[src/rtl/weight_sram_pkg.sv]
// Shared geometry and FSM encoding for the weight SRAM load/read controller.
// No logic: constants and types only.
// No flow control here.
package weight_sram_pkg;

    localparam int ROWS   = 32;
    localparam int COLS   = 72;
    localparam int WORD_W = 32;
    localparam int ROW_W  = 5;
    localparam int COL_W  = 7;
    localparam int CNT_W  = 6;

    typedef enum logic [1:0] {
        IDLE = 2'd0,
        LOAD = 2'd1,
        DONE = 2'd2
    } state_e;

endpackage

[src/rtl/weight_addr_cnt.sv]
// Load address walker: column counter that wraps into a modulo-ROWS row counter.
// Updates one cycle after load_i or step_i; load_i has priority over step_i.
// No backpressure; the caller pulses step_i once per accepted write.
module weight_addr_cnt
    import weight_sram_pkg::*;
#(
    parameter int ROWS_P = ROWS,
    parameter int COLS_P = COLS
) (
    input  logic             clk,
    input  logic             rst_n,
    input  logic             load_i,
    input  logic [ROW_W-1:0] base_i,
    input  logic [CNT_W-1:0] num_i,
    input  logic             step_i,
    output logic [ROW_W-1:0] row_o,
    output logic [COL_W-1:0] col_o,
    output logic [CNT_W-1:0] rows_left_o
);

    logic [ROW_W-1:0] row_q, row_d;
    logic [COL_W-1:0] col_q, col_d;
    logic [CNT_W-1:0] left_q, left_d;
    logic             col_wrap;
    logic             row_wrap;

    assign col_wrap = (col_q == COL_W'(COLS_P - 1));
    assign row_wrap = (row_q == ROW_W'(ROWS_P - 1));

    always_comb begin
        row_d  = row_q;
        col_d  = col_q;
        left_d = left_q;
        if (load_i) begin
            row_d  = base_i;
            col_d  = '0;
            left_d = num_i;
        end else if (step_i) begin
            if (col_wrap) begin
                col_d  = '0;
                row_d  = row_wrap ? '0 : row_q + ROW_W'(1);
                left_d = left_q - CNT_W'(1);
            end else begin
                col_d = col_q + COL_W'(1);
            end
        end
    end

    always_ff @(posedge clk) begin
        if (!rst_n) begin
            row_q  <= '0;
            col_q  <= '0;
            left_q <= '0;
        end else begin
            row_q  <= row_d;
            col_q  <= col_d;
            left_q <= left_d;
        end
    end

    assign row_o       = row_q;
    assign col_o       = col_q;
    assign rows_left_o = left_q;

endmodule

[src/rtl/weight_sram_ctrl.sv]
// Weight SRAM controller: streams row-major load words into the SRAM and arbitrates compute row reads.
// Writes land the cycle they are accepted; rd_valid follows a granted read by one cycle.
// Reads win the port and stall writes (wr_ready=0); a read of the row being loaded stalls until load ends.
module weight_sram_ctrl #(
    parameter int ROWS   = weight_sram_pkg::ROWS,
    parameter int COLS   = weight_sram_pkg::COLS,
    parameter int WORD_W = weight_sram_pkg::WORD_W
) (
    input  logic                              clk,
    input  logic                              rst_n,
    input  logic                              load_start,
    input  logic [weight_sram_pkg::ROW_W-1:0] load_row_base,
    input  logic [weight_sram_pkg::CNT_W-1:0] load_num_rows,
    input  logic                              wr_valid,
    input  logic [WORD_W-1:0]                 wr_data,
    output logic                              wr_ready,
    output logic                              load_done,
    output logic                              busy,
    input  logic                              rd_req,
    input  logic [weight_sram_pkg::ROW_W-1:0] rd_row,
    output logic                              rd_ready,
    output logic                              rd_valid,
    output logic                              sram_ceb,
    output logic                              sram_web,
    output logic [weight_sram_pkg::ROW_W-1:0] sram_a_row,
    output logic [weight_sram_pkg::COL_W-1:0] sram_a_col,
    output logic [WORD_W-1:0]                 sram_d
);

    import weight_sram_pkg::*;

    state_e           state_q, state_d;
    logic [ROW_W-1:0] cur_row;
    logic [COL_W-1:0] cur_col;
    logic [CNT_W-1:0] rows_left;
    logic             start_load;
    logic             wr_fire;
    logic             last_word;
    logic             rd_valid_q;
    logic [COL_W-1:0] a_col_q;
    logic [WORD_W-1:0] d_q;

    assign start_load = (state_q == IDLE) && load_start && (load_num_rows != '0);
    assign wr_fire    = wr_valid && wr_ready;
    assign last_word  = (rows_left == CNT_W'(1)) && (cur_col == COL_W'(COLS - 1));

    weight_addr_cnt #(
        .ROWS_P (ROWS),
        .COLS_P (COLS)
    ) u_addr_cnt (
        .clk         (clk),
        .rst_n       (rst_n),
        .load_i      (start_load),
        .base_i      (load_row_base),
        .num_i       (load_num_rows),
        .step_i      (wr_fire),
        .row_o       (cur_row),
        .col_o       (cur_col),
        .rows_left_o (rows_left)
    );

    always_ff @(posedge clk) begin
        if (!rst_n) begin
            state_q <= IDLE;
        end else begin
            state_q <= state_d;
        end
    end

    always_comb begin
        state_d = state_q;
        unique case (state_q)
            IDLE: begin
                if (load_start) begin
                    state_d = (load_num_rows != '0) ? LOAD : DONE;
                end
            end
            LOAD: begin
                if (wr_fire && last_word) begin
                    state_d = DONE;
                end
            end
            DONE:    state_d = IDLE;
            default: state_d = IDLE;
        endcase
    end

    // All handshake and SRAM strobes are forced idle while reset is held, independent of state.
    always_comb begin
        busy       = 1'b0;
        load_done  = 1'b0;
        rd_ready   = 1'b0;
        wr_ready   = 1'b0;
        sram_ceb   = 1'b1;
        sram_web   = 1'b1;
        sram_a_row = cur_row;
        sram_a_col = a_col_q;
        sram_d     = d_q;
        if (rst_n) begin
            busy      = (state_q == LOAD);
            load_done = (state_q == DONE);
            rd_ready  = rd_req && !(busy && (rd_row == cur_row));
            wr_ready  = busy && !rd_ready;
            if (rd_ready) begin
                sram_ceb   = 1'b0;
                sram_a_row = rd_row;
            end else if (wr_valid && wr_ready) begin
                sram_ceb   = 1'b0;
                sram_web   = 1'b0;
                sram_a_col = cur_col;
                sram_d     = wr_data;
            end
        end
    end

    always_ff @(posedge clk) begin
        if (!rst_n) begin
            rd_valid_q <= 1'b0;
            a_col_q    <= '0;
            d_q        <= '0;
        end else begin
            rd_valid_q <= rd_ready;
            if (wr_fire) begin
                a_col_q <= cur_col;
                d_q     <= wr_data;
            end
        end
    end

    assign rd_valid = rd_valid_q;

endmodule

[config.mk]
export PLATFORM = sky130hd
export DESIGN_NAME = weight_sram_ctrl
export DESIGN_NICKNAME = d
export VERILOG_FILES = /design/src/rtl/weight_sram_pkg.sv /design/src/rtl/weight_addr_cnt.sv /design/src/rtl/weight_sram_ctrl.sv
export SDC_FILE = /design/constraint.sdc
export NUM_CORES = 1
export LEC_CHECK = 0
export ABC_AREA = 1
export CAP_MARGIN = 5
export CELL_PAD_IN_SITES_DETAIL_PLACEMENT = 2
export CELL_PAD_IN_SITES_GLOBAL_PLACEMENT = 2
export CORE_ASPECT_RATIO = 0.9
export CORE_MARGIN = 4
export CORE_UTILIZATION = 24
export CTS_BUF_LIST = sky130_fd_sc_hd__clkbuf_16
export DETAILED_ROUTE_END_ITERATION = 7
export GPL_TIMING_DRIVEN = 0
export PLACE_DENSITY_LB_ADDON = 0.12
export SETUP_SLACK_MARGIN = 0.05
export SLEW_MARGIN = 10
export SYNTH_ARGS = -nofsm -noshare
export SYNTH_HDL_FRONTEND = slang
export SYNTH_SLANG_ARGS = --single-unit
[constraint.sdc]
create_clock -name clk -period 1.9 [get_ports clk]
set_input_delay 0.285 -clock clk [delete_from_list [all_inputs] [get_ports clk]]
set_output_delay 0.285 -clock clk [all_outputs]
set_load 0.1 [all_outputs]
Yosys cells after proc, flatten, opt, wreduce, memory -nomap -nowiden
Cells that the tools add are included.
Widths: inputs -> output; s select.
- equal/unequal tests: 8
- order comparisons: 0
- $mul: 0
- bitwise operators: 1
- div/mod/pow operators: 0
- shift-type cells: 0
- reduce and logical (&&, ||, !) cells: 18
- multiplexer cells: 29
- add/sub/neg operators: 3
- operators with widths (kind ; count):
    $mux 32 ; 3
    $mux 5 ; 6
    $mux 7 ; 4
    $mux 6 ; 3
    $logic_and 1x1->1 ; 9
    $mux 1 ; 9
    $add 7x1->7 const B ; 1
    $eq 7x7->1 const B ; 1
    $eq 6x1->1 const B ; 1
    $mux 2 ; 3
    $reduce_bool 6->1 ; 1
    $sub 6x1->6 const B ; 1
    $add 5x1->5 const B ; 1
    $eq 5x5->1 ; 1
    $eq 5x5->1 const B ; 1
    $ne 2x2->1 const B ; 2
    $pmux 2 s2 ; 1
    $reduce_and 2->1 ; 2
    $reduce_bool 2->1 ; 2
    $eq 2x1->1 const B ; 1
    $eq 2x2->1 const B ; 1
    $logic_not 1->1 ; 2
    $logic_not 2->1 ; 1
    $reduce_or 2->1 ; 1
    $not 1->1 ; 1
- memories: 0
- bits in writable memories: 0
- memory bits (read-only): 0
- register bits: 60
- output and inout bits: 51
- latch bits: 0
- bits of input ports: 53

Longest topological paths before layout
Gate-level depths: netlist of the first run.
- depth after elaboration: 11
- gate-level depth with buffers: 12
- gate-level depth less buffers: 10

By module
Synthesis of the first run repeated with hierarchy kept, for this count alone.
- cells, all modules: 540
- area, all modules: 3393.3 um^2
- by module, submodules not included (module ; times used ; cells an instance ; area each (um^2)):
    weight_sram_ctrl ; 1 ; 384 ; 2341.0
    weight_addr_cnt ; 1 ; 156 ; 1052.3

Worst setup path after synthesis of the first run
OpenSTA, ideal clock, no wires.
- kind: reg2out
- start point: register u_addr_cnt.row_q[0], in the netlist u_addr_cnt.row_o[0]
- end point: output port sram_a_row[0] (netlist name)
- slack: -1544 ps
- arrival: 3159 ps
- path buffers: 1
- data required time: 1615 ps
- stages on the path, launching flop included: 10
- cell sequence: dfxtp_1 nand2_1 nand2_1 nor2_1 nand3_1 nand2_2 inv_2 nand2_1 buf_2 o21ai_0
- longest elaborated chain between the ends: 6
- ends and longest elaborated chain (what ; line ; text):
    start, declared ; weight_addr_cnt.sv:21 ; logic [ROW_W-1:0] row_q, row_d;
    start signal, assigned ; weight_addr_cnt.sv:55 ; row_q <= row_d;
    $eq 5x5->1 ; weight_sram_ctrl.sv:102 ; rd_ready = rd_req && !(busy && (rd_row == cur_row));
    $logic_and 1x1->1 ; weight_sram_ctrl.sv:102 ;
    $logic_not 1->1 ; weight_sram_ctrl.sv:102 ;
    $logic_and 1x1->1 ; weight_sram_ctrl.sv:102 ;
    $mux 5 ; weight_sram_ctrl.sv:104 ; if (rd_ready) begin
    $mux 5 * ; weight_sram_ctrl.sv:99 ; if (rst_n) begin
    end, declared ; weight_sram_ctrl.sv:25 ; output logic [weight_sram_pkg::ROW_W-1:0] sram_a_row,
Every way passes the cells marked *; elsewhere a longest branch is shown, timed or not.

Final worst setup path of the first run
- start point: register u_addr_cnt.row_q[3], in the netlist u_addr_cnt.row_o[3]
- end point: output port sram_a_row[3] (netlist name)
Same word-level chain as after synthesis.

==> flow_summary_export.csv, run 1 <==
group,metric,value,unit
synth,synth_area,3350,um2
cts,clock-sinks,60,
synth,ys_seq_area_share,35.8,%
power_and_ir_drop,power,4800,uW
synth,synth_cells,529,
cts,cts_tree,"done",
synth,syn_nets,587,
sta,rsz0062_at_grt,"true",
synth,yosysTopAreaCellShare,35.8,%
die,die_y,120,um
route,drt_first_pass_iters,4,
outcome,status,"finished, violations left",
power_and_ir_drop,p_int,3140,uW
placement,gp_congestion,0.830,
placement,port_buffers,103,
global_routing,grt_pass1_vias,5019,
synth,synth.most_common_cell,"nand2_1",
worst_hold_path,hp-class,"register to register",
die,placementRows,40,
synth,synth_edf_count,0,
synth,synth-main-ff-cell,"dfxtp_1",
cts,clock_latency,340,ps
die,core_area,13500,um2
power_and_ir_drop,p_switching,1670,uW
route,drt-initial-drc-count,257,
global_routing,antenna_found_initial,0,
sta,setup_ws,-547,ps
route,via_count,4674,
sta,whs,469,ps
route,via_per_inst,5.43,
outcome,violations,"setup timing",
worst_setup_path,cp_slowest_cell,"dfxtp_4",
synth,yosysWarnings,0,
cts,htree_levels,3,
die,start_util,24.8,%
sta,final.setup_skew,9.68,ps
finish,fin_util,54.4,%
power_and_ir_drop,seqPwrFrac,28.4,%
synth,synth_cell_types,31,
sta,period_share,129,%
finish,n_fill_cell,1363,
worst_setup_path,critPathRequiredTime,1620,ps
power_and_ir_drop,clockPowerShare,40.1,%
worst_setup_path,worst-setup-path-type,"register to output pin",
global_routing,gr-total-overflow,0,
worst_setup_path,worstPathCellList,"inv_4 > nand2_1 > nand2_2 > nor2_2 > nand3_2 > nand2_4 > buf_4 > inv_4 > nand2_4 > buf_12 > buf_4 > o21ai_4 > buf_12",
finish,finalNetCount,745,
synth,ys_ff_latch,60,
job,cap_violations,0,
die,ioPinCount,104,
sta,slew_headroom,36.9,%
sta,setup_viol,69,
worst_setup_path,start_kind,"register",
power_and_ir_drop,ir_drop,0.000779,V
die,die_area,15900,um2
die,die_x,133,um
finish,drive_gt1_share,43.4,%
route,drtAntennaViolNets,0,
placement,hpwl,10.7,mm
route,drc,0,
sta,max_freq,409,MHz
cts,hold_buffers,0,
power_and_ir_drop,sw_frac_of_total,34.7,%
power_and_ir_drop,power.density,654,nW/um2
power_and_ir_drop,p_leak,0.00285,uW
route,wl_per_cell,28.2,um
cts,cts-root-buf,"clkbuf_16",
synth,avgSynthCellArea,6.34,um2
synth,synth.area.top_cells,"dfxtp_1 36%, nand2_1 24%, a21oi_1 9.1%",
cts,clk_path_buf_depth,2,
worst_setup_path,path_max_fanout,5,
cts,clkTransAtPathRegs,50,ps
worst_setup_path,endpoint_kind,"output pin",
sta,finalCriticalPeriod,2450,ps
worst_setup_path,worstPathArrival,2160,ps
global_routing,grt_first_pass_wirelength,28.7,mm
route,totalWireLength,24.3,mm
synth,synth_top_area_cell,"dfxtp_1",
power_and_ir_drop,combPwrFrac,31.5,%
placement,place_ws,-1980,ps
sta,worst_pin_slew,950,ps
sta,final-hold-violation-count,0,
worst_setup_path,critPathMaxStageDelay,360,ps
global_routing,grt_max_degree,11,
sta,slew_violations,0,
synth,async_flop_share,0,%
global_routing,track_usage,23.2,%
finish,diodes,0,
synth,synth_commonest_cells,"218 x nand2_1, 61 x a21oi_1, 60 x dfxtp_1, 41 x nand4_1, 25 x inv_1",
finish,synthToLayoutAreaGrowth,119,%
cts,cts_buffers,9,
what timing repair did:
action / in CTS / in global routing
pin swaps: 10 / 24
setup buffers: 27 / 12
setup endpoints to repair: 102 / 106
cloned: 3 / 8
gates resized for setup: 543 / 142
registers in the layout (all words and copies together) (netlist names):
name                    flops
rd_valid                    1
d_q                        32
u_addr_cnt.row_o            5
u_addr_cnt.rows_left_o      6
a_col_q                     7
u_addr_cnt.col_o            7
state_q                     2
cell type report:
class / instances / area, um2 / area share, %
inverters: 30 / 141 / 1.92
flip-flops and latches: 60 / 1230 / 16.7
repair buffers: 150 / 2080 / 28.3
well taps: 168 / 210 / 2.86
clock buffers: 9 / 225 / 3.07
clock inverters: 7 / 105 / 1.43
plain buffers: 34 / 375 / 5.11
multi-input cells: 402 / 2980 / 40.6
kinds of logic (layout without fill, tap and decap cells):
logic type / Yosys count / in the layout / synth area share, %
simple gates: 307 / 307 / 39.5
compound gates: 83 / 83 / 12.7
buf+inv: 67 / 230 / 8.28
flops: 60 / 60 / 35.8
xor+xnor: 7 / 7 / 1.83
fa+ha+maj: 5 / 5 / 1.87
worst paths after layout:
kind | from | end | slack, ps | depth (start not counted)
setup / recovery | u_addr_cnt.row_o[3] | sram_a_row[3] | -550 | 13
hold / removal | a_col_q[0] | a_col_q[0] | 470 | 2
setup reg to reg | u_addr_cnt.row_o[3] | u_addr_cnt.row_o[4] | -100 | 13
hold reg to reg | a_col_q[0] | a_col_q[0] | 470 | 2
power by group through the flow:
stage	logic, uW	clock network [uW]	registers (uW)
after floorplan	712	0	1370
after global placement	1040	0	1370
after detailed placement	1060	0	1380
after CTS	1270	1900	1350
after global routing	1570	2000	1370
final	1520	1930	1360
placed cells by master (no fill, tap or decap), types with 11 or more instances in the layout:
cell	n
a21oi_1	51
buf_12	57
buf_4	28
clkbuf_16	16
clkdlybuf4s50_1	45
dfxtp_1	51
inv_1	15
nand2_1	113
nand2_2	37
nand2_4	43
nand2_8	27
nand3_1	17
nand4_1	41
nor2_1	13
o21ai_4	11
per-layer routing:
layer | vias up | GRT usage (%) | share of wire, %
li1 | 2062 | - | -
met3 | 52 | 3.73 | 3.6
met1 | 2410 | 27.5 | 40
met5 | - | 0 | 0
met2 | 150 | 42.0 | 53
met4 | 0 | 8.38 | 3.3
worst max-delay path, delay by kind of cell (launching register included):
family	cells	cell delay, ps
DFF	1	360
and+or+nand+nor	6	480
AOI/OAI and AO/OA	1	140
buffers and inverters	6	820
per-stage QoR:
step | cell area, um2 | setup TNS (ps) | instances
after floorplan | 4040 | -2900 | 529
after global placement | 5280 | -96240 | 800
after detailed placement | 5280 | -102140 | 800
after CTS | 6680 | -16480 | 844
after global routing | 7350 | -31380 | 860
final | 7350 | -22130 | 860
Power figures use the tool's default switching activity.
==> inputs of run 2 (changes only) <==
SKIP_LAST_GASP = 1   (was unset)
==> run 2 against run 1 <==
  * The run still ends with setup timing left
  * Register-to-register slack got worse by 30 ps
  * Cell count fell by 0.93%
  * Combinational power fell by 5%
  * First-iteration DRC count rose by 12%
  * Critical endpoint is now sram_ceb
  * Largest power group unchanged
==> flow_summary_export.csv, run 2 (synthesized netlist as in run 1, its figures left out) <==
group,metric,value,unit
outcome,status,"finished, violations left",
outcome,violations,"setup timing",
die,die_area,15900,um2
worst_setup_path,endpoint_kind,"output pin",
route,m1WireLength,8.86,mm
cts,htree_levels,3,
die,ioPinCount,104,
finish,layout_commonest_cell,"nand2_1",
sta,timing.setup.tns,-21720,ps
sta,worst_pin_slew,950,ps
global_routing,grt_first_pass_wirelength,27.1,mm
power_and_ir_drop,combPwrFrac,30.6,%
power_and_ir_drop,p_switching,1640,uW
finish,largest-register,"d_q",
power_and_ir_drop,clockPowerShare,40.6,%
sta,period_share,130,%
worst_setup_path,worstPathArrival,2190,ps
route,wl_met2,11.9,mm
power_and_ir_drop,ir_drop,0.000473,V
finish,final_cells,852,
job,cap_violations,0,
sta,final-hold-violation-count,0,
finish,finalNetCount,737,
placement,place_ws,-1980,ps
sta,finalCriticalPeriod,2480,ps
die,die_y,120,um
worst_setup_path,r2r_slack,-130,ps
sta,slew_headroom,36.9,%
cts,cts_buffers,9,
finish,n_fill_cell,1340,
cts,clock_latency,340,ps
global_routing,track_usage,21.5,%
global_routing,grt_max_degree,11,
finish,largest_reg_flops,32,
worst_setup_path,ff2ff_path_depth,7,
worst_setup_path,critPathRequiredTime,1620,ps
die,placementRows,40,
sta,final.setup_skew,7.80,ps
worst_hold_path,hp-class,"register to register",
worst_setup_path,path_max_fanout,10,
cts,clkTransAtPathRegs,60,ps
finish,multi_input_area,3040,um2
sta,rsz0062_at_grt,"true",
placement,gp_congestion,0.830,
die,die_x,133,um
global_routing,grt_pass1_vias,4816,
route,totalWireLength,22.6,mm
finish,drive_gt1_share,43.4,%
cts,hold_buffers,0,
sta,setup_ws,-576,ps
finish,regArea,1230,um2
route,routed.top_layer,"met4",
sta,max_freq,404,MHz
power_and_ir_drop,seqPwrFrac,28.7,%
worst_setup_path,start_kind,"register",
finish,layout_common_cells,"122 x nand2_1, 56 x buf_12, 51 x dfxtp_1, 47 x nand2_4, 45 x clkdlybuf4s50_1",
route,wl_met3,915,um
worst_hold_path,worstHoldPathCells,2,
placement,placed_cells,800,
route,wl_per_cell,26.6,um
cts,clk_path_buf_depth,2,
power_and_ir_drop,power.density,655,nW/um2
worst_setup_path,worst-setup-path-type,"register to output pin",
finish,synthToLayoutAreaGrowth,116,%
route,drtAntennaViolNets,0,
route,via_count,4658,
cts,cts-root-buf,"clkbuf_16",
die,core_area,13500,um2
route,via_per_inst,5.47,
route,drt-initial-drc-count,288,
global_routing,antenna_found_initial,0,
power_and_ir_drop,sw_frac_of_total,34.5,%
sta,slew_violations,0,
global_routing,gr-total-overflow,0,
placement,hpwl,10.7,mm
power_and_ir_drop,p_int,3100,uW
route,drt_first_pass_iters,4,
cts,cts_tree,"done",
power_and_ir_drop,p_leak,0.00278,uW
route,drc,0,
finish,diodes,0,
cts,clock-sinks,60,
die,start_util,24.8,%
placement,port_buffers,103,
sta,setup_viol,65,
[run 2: cell types whose count changed in the layout (fill, tap and decap cells not counted), moves of 2 or more]
cell	previous run	this run
a21oi_1	51	38
nand2_2	37	23
nand3_2	1	4
nand2_1	113	122
buf_6	9	7
clkbuf_16	16	13
buf_8	10	6
nand2_4	43	47
a21oi_2	9	22
nand3_1	17	15
[run 2: worst max-delay path: stages, from the launching register on]
cell        delay, ps
dfxtp_4           370
inv_1              80
nand2_1            80
nand2_1           100
nor2_2             40
nand3_2            80
nand2_4            90
buf_6             150
buf_4             140
buf_4             190
a21oi_4           200
clkinvlp_4        140
buf_12            180
[run 2: metrics by stage]
step                      hold slack (ps)  utilization [%]  cell area (um2)  power [uW]
after floorplan                       439                -             4040        2090
after global placement                447             39.1             5280        2410
after detailed placement              457             39.1             5280        2440
after CTS                             464             49.3             6660        4520
after global routing                  516             53.5             7230        4870
final                                 485             53.5             7230        4740
[run 2: power by group through the flow]
stage | registers [uW] | logic [uW] | clock network [uW]
after floorplan | 1370 | 712 | 0
after global placement | 1370 | 1040 | 0
after detailed placement | 1380 | 1060 | 0
after CTS | 1350 | 1270 | 1900
after global routing | 1370 | 1510 | 1990
final | 1360 | 1450 | 1930
[run 2: worst paths after layout]
kind,start,end
max reg2reg,u_addr_cnt.col_o[3],u_addr_cnt.col_o[5]
max,u_addr_cnt.row_o[4],sram_ceb
min,a_col_q[1],a_col_q[1]
min reg2reg,a_col_q[1],a_col_q[1]
[run 2: area by class of cell]
cell class	count	area share (%)
clock buffer	9	3.11
tap	168	2.91
buffer	34	4.60
multi-input combinational	402	42.0
clock inverter	7	1.45
sequential	60	17.0
inverter	30	1.95
timing repair buffer	142	27.0
[run 2: routing by layer]
layer | vias up | GRT usage (%)
met3 | 61 | 3.65
met5 | - | 0
met1 | 2381 | 25.9
li1 | 2054 | -
met4 | 0 | 5.71
met2 | 162 | 39.5
[run 2: what timing repair did]
action                                  4_1_cts  5_1_grt
setup buffers                                27        9
endpoints found under the setup margin      102      102
hold endpoints to repair                      0        0
cloned                                        3        3
resized for setup                           537      145
pin swaps                                    10       50
